[config.mk]
export PLATFORM = sky130hd
export DESIGN_NAME = line_window_buffer
export DESIGN_NICKNAME = d
export VERILOG_FILES = /design/src/rtl/line_window_buffer_pkg.sv /design/src/rtl/line_window_buffer_line_delay.sv /design/src/rtl/line_window_buffer.sv
export SDC_FILE = /design/constraint.sdc
export NUM_CORES = 1
export LEC_CHECK = 0
export BUFFER_PORTS_ARGS = -buffer_cell sky130_fd_sc_hd__buf_2
export CAP_MARGIN = 25
export CORE_MARGIN = 1.5
export CORE_UTILIZATION = 44
export DETAILED_ROUTE_END_ITERATION = 10
export HOLD_SLACK_MARGIN = 0.02
export PLACE_DENSITY_LB_ADDON = 0.2
export SYNTH_ARGS = -nofsm -noshare
export SYNTH_HDL_FRONTEND = slang
export SYNTH_SLANG_ARGS = --single-unit
[constraint.sdc]
create_clock -name clk -period 13.1 [get_ports clk]
set_clock_uncertainty 0.05 [all_clocks]
set_input_delay 2.62 -clock clk [delete_from_list [all_inputs] [get_ports clk]]
set_output_delay 2.62 -clock clk [all_outputs]
set_load 0.1 [all_outputs]
[src/rtl/line_window_buffer_pkg.sv]
// Shared defaults and window indexing for the line window buffer.
// win_idx gives the LSB of window element (r,c) in the flattened output,
// with r=0 the oldest row and c=0 the leftmost column.
package line_window_buffer_pkg;

    localparam int unsigned DEFAULT_BITS        = 9;
    localparam int unsigned DEFAULT_KERNEL_SIZE = 3;

    function automatic int unsigned win_idx(
        input int unsigned r,
        input int unsigned c,
        input int unsigned k,
        input int unsigned bits
    );
        return (r * k + c) * bits;
    endfunction

endpackage

[src/rtl/line_window_buffer_line_delay.sv]
// line_delay: DEPTH-deep, BITS-wide shift delay that advances only when en=1.
// Ports:
//   clk, reset : clock and synchronous active-high clear
//   en         : shift enable
//   din        : pixel entering the delay (entry 0 after the shift)
//   taps       : the first TAPS entries, entry 0 in the lowest BITS
//   dout       : the oldest entry (DEPTH-1)
module line_delay #(
    parameter int unsigned BITS  = 9,
    parameter int unsigned DEPTH = 16,
    parameter int unsigned TAPS  = 3
) (
    input  logic                   clk,
    input  logic                   reset,
    input  logic                   en,
    input  logic [BITS-1:0]        din,
    output logic [TAPS*BITS-1:0]   taps,
    output logic [BITS-1:0]        dout
);

    logic [BITS-1:0] mem [DEPTH];

    always_ff @(posedge clk) begin
        if (reset) begin
            for (int unsigned i = 0; i < DEPTH; i++) begin
                mem[i] <= '0;
            end
        end else if (en) begin
            mem[0] <= din;
            for (int unsigned i = 1; i < DEPTH; i++) begin
                mem[i] <= mem[i-1];
            end
        end
    end

    for (genvar t = 0; t < TAPS; t++) begin : g_tap
        assign taps[t*BITS +: BITS] = mem[t];
    end

    assign dout = mem[DEPTH-1];

endmodule

[src/rtl/line_window_buffer.sv]
// line_window_buffer: raster-order pixel stream in, KxK sliding window out.
// Ports:
//   clk, reset    : clock and synchronous active-high reset
//   write_en      : accept serial_img_in on this edge
//   serial_img_in : raster-order pixel, top-left first
//   ready         : out holds a complete in-frame window this cycle
//   out           : flattened window, element (r,c) at win_idx(r,c)
//   frame_done    : one-cycle pulse after the last pixel of a frame
module line_window_buffer
    import line_window_buffer_pkg::*;
#(
    parameter int unsigned BITS        = DEFAULT_BITS,
    parameter int unsigned KERNEL_SIZE = DEFAULT_KERNEL_SIZE,
    parameter int unsigned IMG_LENGTH  = 16,
    parameter int unsigned IMG_HEIGHT  = 16
) (
    input  logic                                   clk,
    input  logic                                   reset,
    input  logic                                   write_en,
    input  logic [BITS-1:0]                        serial_img_in,
    output logic                                   ready,
    output logic [KERNEL_SIZE*KERNEL_SIZE*BITS-1:0] out,
    output logic                                   frame_done
);

    localparam int unsigned K  = KERNEL_SIZE;
    localparam int unsigned CW = $clog2(IMG_LENGTH);
    localparam int unsigned RW = $clog2(IMG_HEIGHT);

    localparam logic [CW-1:0] COL_LAST = CW'(IMG_LENGTH - 1);
    localparam logic [RW-1:0] ROW_LAST = RW'(IMG_HEIGHT - 1);
    localparam logic [CW-1:0] COL_WIN  = CW'(K - 1);
    localparam logic [RW-1:0] ROW_WIN  = RW'(K - 1);

    logic [CW-1:0]     col;
    logic [RW-1:0]     row;
    logic [BITS-1:0]   line_in   [K-1];
    logic [BITS-1:0]   line_out  [K-1];
    logic [K*BITS-1:0] line_taps [K-1];
    logic [BITS-1:0]   win_row   [K];

    // Chain: stage g holds pixels g*L .. g*L+L-1 acceptances old; the final
    // K-tap register holds the oldest window row at (K-1)*L .. (K-1)*L+K-1.
    for (genvar g = 0; g < K - 1; g++) begin : g_line
        if (g == 0) begin : g_first
            assign line_in[g] = serial_img_in;
        end else begin : g_next
            assign line_in[g] = line_out[g-1];
        end

        line_delay #(
            .BITS  (BITS),
            .DEPTH (IMG_LENGTH),
            .TAPS  (K)
        ) u_line (
            .clk   (clk),
            .reset (reset),
            .en    (write_en),
            .din   (line_in[g]),
            .taps  (line_taps[g]),
            .dout  (line_out[g])
        );
    end

    always_ff @(posedge clk) begin
        if (reset) begin
            for (int unsigned i = 0; i < K; i++) begin
                win_row[i] <= '0;
            end
        end else if (write_en) begin
            win_row[0] <= line_out[K-2];
            for (int unsigned i = 1; i < K; i++) begin
                win_row[i] <= win_row[i-1];
            end
        end
    end

    // col/row name the pixel being accepted, so ready/frame_done are decided
    // from their pre-increment values.
    always_ff @(posedge clk) begin
        if (reset) begin
            col        <= '0;
            row        <= '0;
            ready      <= 1'b0;
            frame_done <= 1'b0;
        end else begin
            ready      <= write_en && (row >= ROW_WIN) && (col >= COL_WIN);
            frame_done <= write_en && (row == ROW_LAST) && (col == COL_LAST);
            if (write_en) begin
                if (col == COL_LAST) begin
                    col <= '0;
                    row <= (row == ROW_LAST) ? '0 : row + RW'(1);
                end else begin
                    col <= col + CW'(1);
                end
            end
        end
    end

    // Row r of the window is r-from-top; the newest row (r=K-1) comes from
    // stage 0 and the oldest (r=0) from the K-tap register.
    always_comb begin
        out = '0;
        for (int unsigned r = 0; r < K; r++) begin
            for (int unsigned c = 0; c < K; c++) begin
                if (r == 0) begin
                    out[win_idx(r, c, K, BITS) +: BITS] = win_row[K-1-c];
                end else begin
                    out[win_idx(r, c, K, BITS) +: BITS] =
                        line_taps[K-1-r][(K-1-c)*BITS +: BITS];
                end
            end
        end
    end

endmodule

# Yosys cells after proc, flatten, opt, wreduce, memory -nomap -nowiden
# Memories as Yosys holds them, arrays and structs flattened.
# Index checks and enable logic that the tools add are counted.
dict set report word_totals {
  n_memories 3
  inputBits 12
  out_inout_bits 83
  reg_bits 10
  latch_bits 0
  mem_bits_rw 315
  mem_bits_ro 0
}
dict set report classes {
  n_reduce_logical 5
  magnitude_cmp 2
  n_addsub 2
  mux 42
  n_div 0
  n_bitwise 35
  mul 0
  shifts 0
  eq_ne 2
}
# name depth width read_ports rd_ports_with_merged_regs write_ports line
set memory_table {}
lappend memory_table {{g_line[0].u_line.mem} 16 9 16 0 16 line_window_buffer_line_delay.sv:21} ;# logic [BITS-1:0] mem [DEPTH];
lappend memory_table {{g_line[1].u_line.mem} 16 9 16 0 16 line_window_buffer_line_delay.sv:21}
lappend memory_table {win_row 3 9 3 0 3 line_window_buffer.sv:40} ;# logic [BITS-1:0] win_row [K];
# operator count
set ops {}
lappend ops {{two-way mux 9 bit} 35}
lappend ops {{OR 1 bit} 35}
lappend ops {{adder 4 x 1 -> 4 bit (second input constant)} 2}
lappend ops {{equality test 4 bit (second input constant)} 2}
lappend ops {{greater-or-equal comparator 4 x 2 -> 1 bit (second input constant)} 2}
lappend ops {{two-way mux 4 bit} 2}
lappend ops {{two-way mux 1 bit} 5}
lappend ops {{logical AND 1 bit} 4}
lappend ops {{AND reduction 2 bit} 1}

# Longest topological paths before layout
# Gate-level depths: netlist of the first run.
dict set report depth {
  depth_word 4
  depth_mapped 5
  depth_no_buf 4
}

# Cells and area by module
# A second synthesis of the first run with hierarchy kept.
dict set report hier_totals {
  hier_cells 745
  hier_area_um2 12748.5
}
# mod instances cells_per_inst area_per_inst_um2
set by_module_without_submodules {}
lappend by_module_without_submodules {line_delay 2 315 5625.4}
lappend by_module_without_submodules {line_window_buffer 1 115 1497.7}

# Least setup slack after synthesis of the first run
# No wires, ideal clock.
dict set report synth_timing {
  path_kind {input to register}
  startpoint {input port reset}
  endpoint {memory g_line[0].u_line.mem[0][0] (enable)}
  slack_ns 2.391
  setup_time_ns 0.703
  arrival_time_ns 9.957
  stages 3
  cell_sequence {buf_2 -> buf_1 -> or2_1}
}
# element line
set synth_lines {}
lappend synth_lines {{start: declaration} line_window_buffer.sv:18} ;# input logic reset,
lappend synth_lines {{end: declaration} line_window_buffer_line_delay.sv:21}

==> run metrics, run 1 <==
PwrDens=168 nW/um2; post-CTS setup buffer count=0; Util after Layout=50.3%; largest net degree at the start of global routing=224; Post-DRT Antenna Nets=0; synth top area cells=edfxtp_1 (76%), and2_1 (10%), nor2b_1 (5.5%); Post-Synthesis Net Count=793; launch point of the worst reg-to-reg path=col[1]; final wirelength=17000 um; Final Instance Area=14000 um2; Peak Freq=203 MHz; Worst-Skew Late Latency=0.49 ns; Crit. End Element=flop; worst vdd ir=0.0976 mV; Starting Density=44.8%; maxcap violations=0; Max Transition Viols Final=0; Die H=171 um; Critical path origin=reset; CTS H-tree depth=2; CTS Buf Count=34; Resized Gates After CTS=0; grt ovf=0; Top-Level Pins=95; RSZ-0062 raised after global routing=false; Final nets=836; via count=5718; HP Class=flop to flop; # hold bufs at CTS=0; Area Overhead vs Synth=12.2%; data arrival time at the worst-slack endpoint=5.05 ns; Reg clk slew, reported paths=0.06 ns; Crit Path Class=input pin to flop; Cells after DPL=1161; drt wl/cell=13.9 um; drt initial violations=489; IO buf count=94; Mapped Cells=777; Crit path largest cell delay=0.67 ns; FF-to-FF path depth=4; antenna violations before repair=0; CTS root buf=clkbuf_16; diode count=0; leakage=0.00550 uW; count leader, synth=edfxtp_1; Fillers=2308; CP most frequent cell=buf_4; Post-synth ARST share=0%; GRT Overall Usage=12.1%; ys flop type=edfxtp_1; RR Endpoint=row[3]; clock buffer depth=3; status=finished clean; number of enable-type register cells in the synthesized netlist=315; Die X=171 um; sequential element share of the synthesized area=77.3%; fin crit period=4.93 ns; Required @ worst endpoint=13.22 ns; synthesized cell area=12500 um2; Slowest cell on crit path=buf_12; DRC=0; Final Non-Filler Cells=1222; R2R Setup Slk=11.54 ns; first-pass GRT wire length=28500 um; CTS tree=done; vias in the first global route=5706; Post-DP HPWL=8430 um; Setup TNS=0 ns; number of synthesized register bits=325; final setup violation count=0; Post-DP Area=12900 um2; Pre-antenna DRT Iters=4; measured slew at the worst slew-check pin=1.30 ns; synthesized area per cell=16.1 um2; worst-path fanout max=223; layout cells sized above 1=17.5%; CP Capture Point=g_line[0].u_line.mem[0][77]; via density per instance=4.68; die footprint=29400 um2; core area=27900 um2; YS warnings=0; post-route clock period utilization=37.6%; ordered cell list for the critical path=buf_4, or2_4, buf_12, buf_4, buf_16; Commonest cells post-synth=edfxtp_1 (315), and2_1 (207), nor2b_1 (109); max_slew headroom=13.4%; top-area cell type share of the netlist area=75.7%; synth unique cells=29; Placer Congestion=0.704; most area-hungry cell type in the Yosys netlist=edfxtp_1; endpoints failing hold=0; TritonCTS sink count=325; Rows=61; Startpoint Class=input pin
-- metrics by stage --
stage               power (uW)  hold WS, ns  setup slack [ns]
finish                    2350        0.445              8.17
global route              2440        0.481              8.08
CTS                       2390        0.449              8.15
detailed placement        1460        0.440              7.61
global placement          1450        0.415              7.73
floorplan                 1450        0.406              2.39
-- state kept, by name, summed over array words and instances, names as in the netlist --
| signal | count |
|---|---|
| col | 4 |
| frame_done | 1 |
| g_line.u_line.mem | 288 |
| ready | 1 |
| row | 4 |
| win_row | 27 |
-- cell type report --
type | instances | area, um2 | area share [%]
well taps | 378 | 473 | 3.38
clock buffers | 45 | 923 | 6.59
repair buffers | 100 | 551 | 3.93
clock inverters | 15 | 145 | 1.04
flip-flops and latches | 325 | 9660 | 68.9
inverters | 4 | 15.0 | 0.107
multi-input cells | 355 | 2250 | 16.0
-- layer usage --
layer	up-vias	GRT usage [%]	wire, um
li1	2711	-	-
met5	-	0	0
met2	116	18.1	7700
met1	2861	17.1	8160
met3	30	2.90	749
met4	0	4.50	397
-- critical path: cells and delay by family --
kind                   cells  cell delay, ns
AND/OR/NAND/NOR            1            0.19
buffers and inverters      4            1.87
-- logic make-up (layout without fill, tap and decap cells) --
group,count (synthesis),in the layout,share of synthesized area [%]
buffers and inverters,97,164,4.77
AND/OR/NAND/NOR,337,337,16.7
AO/OA/AOI/OAI,13,13,0.781
XOR/XNOR,1,1,0.0701
flip-flops,325,325,77.3
adder cells (fa/ha/maj),4,4,0.401
-- power breakdown --
part	total (uW)	switching [uW]	internal (uW)
logic	200	167	33.7
clock network	921	367	554
registers	1230	19.3	1210
total	2350	553	1800
-- worst min path at each step --
stage / from / to / slack, ns / cells after the start
floorplan: row[2] / frame_done / 0.41 / 2
global placement: row[2] / frame_done / 0.41 / 2
detailed placement: row[2] / frame_done / 0.44 / 2
CTS: row[2] / frame_done / 0.45 / 2
global route: g_line[0].u_line.mem[0][71] / g_line[0].u_line.mem[0][80] / 0.48 / 1
finish: row[2] / frame_done / 0.45 / 2
-- layout by cell type (no fill, tap or decap), types with 2 or more instances in the layout --
cell type,netlist,final
edfxtp_1,315,315
and2_1,207,207
nor2b_1,109,108
buf_2,17,93
clkbuf_16,0,35
dfxtp_1,10,10
clkbuf_1,16,9
clkinv_1,0,7
nor2_1,5,5
a21oi_1,5,5
buf_4,56,5
inv_1,4,4
nand2_1,4,4
nand3_1,4,4
ha_1,4,4
clkinv_2,0,4
bufinv_16,0,3
a211oi_1,2,2
nor3_1,2,2
No activity file was read; power rests on OpenSTA's default activity.
==> run 2, diff against run 1 <==
--- a/config.mk
+++ b/config.mk
@@ -5,6 +5,7 @@
 export SDC_FILE = /design/constraint.sdc
 export NUM_CORES = 1
 export LEC_CHECK = 0
+export ABC_AREA = 1
 export BUFFER_PORTS_ARGS = -buffer_cell sky130_fd_sc_hd__buf_2
 export CAP_MARGIN = 25
 export CORE_MARGIN = 1.5
==> constraint.sdc (replaced) <==
create_clock -name clk -period 4.7 [get_ports clk]
set_clock_uncertainty 0.05 [all_clocks]
set_input_delay 0.94 -clock clk [delete_from_list [all_inputs] [get_ports clk]]
set_output_delay 0.94 -clock clk [all_outputs]
set_load 0.1 [all_outputs]
==> run metrics, run 2 <==
Area Overhead vs Synth=11.4% (was 12.2%); Max Transition Viols Final=0 (unchanged); Util after Layout=50.1% (was 50.3%); CTS tree=done (unchanged); Cells after DPL=1499 (was 1161); Startpoint Class=input pin (unchanged); via density per instance=4.27 (was 4.68); synthesized cell area=13000 um2 (was 12500 um2); post-CTS setup buffer count=0 (unchanged); max_slew headroom=35.0% (was 13.4%); pre-CTS setup slack=1.56 ns (was 7.61 ns); CTS Buf Count=35 (was 34); HP Class=flop to flop (unchanged); Top-Level Pins=95 (unchanged); core area=28900 um2 (was 27900 um2); Post-Synthesis Net Count=1118 (was 793); CTS root buf=clkbuf_16 (unchanged); Setup TNS=0 ns (unchanged); count leader, synth=nor2_1 (was edfxtp_1); Post-synth ARST share=0% (unchanged); Post-DP HPWL=9840 um (was 8430 um); Placer Congestion=0.747 (was 0.704); Rows=62 (was 61); drt wl/cell=11.6 um (was 13.9 um); fin crit period=2.55 ns; Min-Delay Path Depth=2 (unchanged); CTS H-tree depth=2 (unchanged); drt initial violations=515 (was 489); sequential share of power=52.3% (was 52.4%); final wirelength=18200 um (was 17000 um); GRT Overall Usage=12.2% (was 12.1%); # hold bufs at CTS=0 (unchanged); most common cell after layout, fill and taps aside=nor2_1 (was edfxtp_1); Die X=175 um (was 171 um); largest net degree at the start of global routing=122 (was 224); Resized Gates After CTS=0 (unchanged); number of synthesized register bits=325 (unchanged); status=finished clean (unchanged); switching part of the total=24.3% (was 23.5%); ys flop type=edfxtp_1 (unchanged); Worst-Skew Late Latency=0.50 ns (was 0.49 ns); worst vdd ir=0.274 mV (was 0.0976 mV); first-pass GRT wire length=30300 um (was 28500 um); Clock power frac=38.6% (was 39.1%); Pre-antenna DRT Iters=6 (was 4); Commonest cells post-synth=nor2_1 (325), inv_1 (323), edfxtp_1 (315) (was edfxtp_1 (315), and2_1 (207), nor2b_1 (109)); post-route clock period utilization=54.3%; Required @ worst endpoint=4.80 ns (was 13.22 ns); Die H=175 um (was 171 um); grt ovf=0 (unchanged); via count=6654 (was 5718); register bank with the most flops=g_line.u_line.mem (unchanged); die footprint=30500 um2 (was 29400 um2); final worst setup slack=2.15 ns (was 8.17 ns); most area-hungry cell type in the Yosys netlist=edfxtp_1 (unchanged); Net Sw Power=1600 uW (was 553 uW); Post-DRT Antenna Nets=0 (unchanged); FF/Latch Area=9660 um2 (unchanged); Crit. End Element=flop (unchanged); endpoints failing hold=0 (unchanged); Crit Path Class=input pin to flop (unchanged); clock buffer depth=3 (unchanged); IO buf count=94 (unchanged); RSZ-0062 raised after global routing=false (unchanged); leakage=0.00612 uW (was 0.00550 uW); maxcap violations=0 (unchanged); antenna violations before repair=0 (unchanged); synth unique cells=17 (was 29); most frequent cells in the layout=nor2_1 (325), inv_1 (323), edfxtp_1 (315) (was edfxtp_1 (315), and2_1 (207), nor2b_1 (108)); DRC=0 (unchanged); Multi-input gate area=1450 um2 (was 2250 um2); PwrDens=456 nW/um2 (was 168 nW/um2); worst-path fanout max=121 (was 223); Starting Density=44.9% (was 44.8%); layout cells sized above 1=13.0% (was 17.5%); FF-to-FF path depth=5 (was 4); Final nets=1168 (was 836); max reg flops=288 (unchanged); diode count=0 (unchanged); YS warnings=0 (unchanged); Fillers=2640 (was 2308); number of enable-type register cells in the synthesized netlist=315 (unchanged); cell-internal power=4980 uW (was 1800 uW); Final Non-Filler Cells=1560 (was 1222); Comb power frac=9.2% (was 8.5%); sequential element share of the synthesized area=74.5% (was 77.3%); top-area cell type share of the netlist area=73.0% (was 75.7%); data arrival time at the worst-slack endpoint=2.65 ns (was 5.05 ns); synthesized area per cell=11.8 um2 (was 16.1 um2); vias in the first global route=6378 (was 5706); Largest regs=g_line.u_line.mem (288), win_row (27) (unchanged); TritonCTS sink count=325 (unchanged); measured slew at the worst slew-check pin=0.975 ns (was 1.30 ns); Mapped Cells=1102 (was 777); synth top area cells=edfxtp_1 (73%), nor2_1 (9.4%), inv_1 (9.4%) (was edfxtp_1 (76%), and2_1 (10%), nor2b_1 (5.5%)); final setup violation count=0 (unchanged); Peak Freq=392 MHz; Reg clk slew, reported paths=0.06 ns (about the same); final hold slack=0.452 ns (was 0.445 ns)
## run 2: cell count changes in the layout (fill, tap and decap cells not counted), moves of 3 or more
cell       previous run  this run
and2_1              207         0
bufinv_16             3         0
clkbuf_8              1         5
clkinv_1              7         4
inv_1                 4       323
nand2_1               4        16
nor2_1                5       325
nor2b_1             108         0
o21ai_0               0         5
## run 2: metrics by stage
stage	power [uW]	area, um2
3_3_place_gp	4110	13400
4_1_cts	6680	14400
6_report	6590	14400
2_1_floorplan	4060	13000
5_1_grt	6850	14400
3_5_place_dp	4120	13400
## run 2: power by group through the flow
| stage | registers (uW) | clock network (uW) | logic [uW] |
|---|---|---|---|
| floorplan | 3610 | 0 | 455 |
| global placement | 3500 | 0 | 608 |
| detailed placement | 3510 | 0 | 612 |
| CTS | 3450 | 2620 | 614 |
| global route | 3460 | 2740 | 653 |
| finish | 3440 | 2540 | 604 |
## run 2: per-layer routing
metal	vias up	part of all wire, %	global-route usage [%]
met1	3149	46	16.4
met3	32	4.9	3.22
met5	-	0	0
met2	108	47	19.2
met4	0	2.1	4.34
li1	3365	-	-
## run 2: path summary, 6_finish.rpt
path,start,to,slack (ns)
max,reset,g_line[1].u_line.mem[0][21],2.15
min,row[0],row[0],0.45
max reg2reg,col[1],frame_done,3.13
min reg2reg,row[0],row[0],0.45
## run 2: critical path, stage by stage
cell	delay (ns)
buf_4	0.20
inv_1	0.18
nand2_8	0.67
buf_4	0.51
## run 2: logic make-up after synthesis
family                     synth area share, %
adders and majority gates                0.386
and+or+nand+nor                           10.3
buffers and inverters                     14.5
DFF                                       74.5
AOI/OAI and AO/OA                        0.396
## run 2: area by class of cell
type | instances | share of cell area [%]
Inverter | 324 | 8.45
Tap cell | 384 | 3.33
Timing Repair Buffer | 101 | 3.90
Clock inverter | 10 | 0.312
Clock buffer | 51 | 7.12
Sequential cell | 325 | 66.9
Multi-Input combinational cell | 365 | 10.0
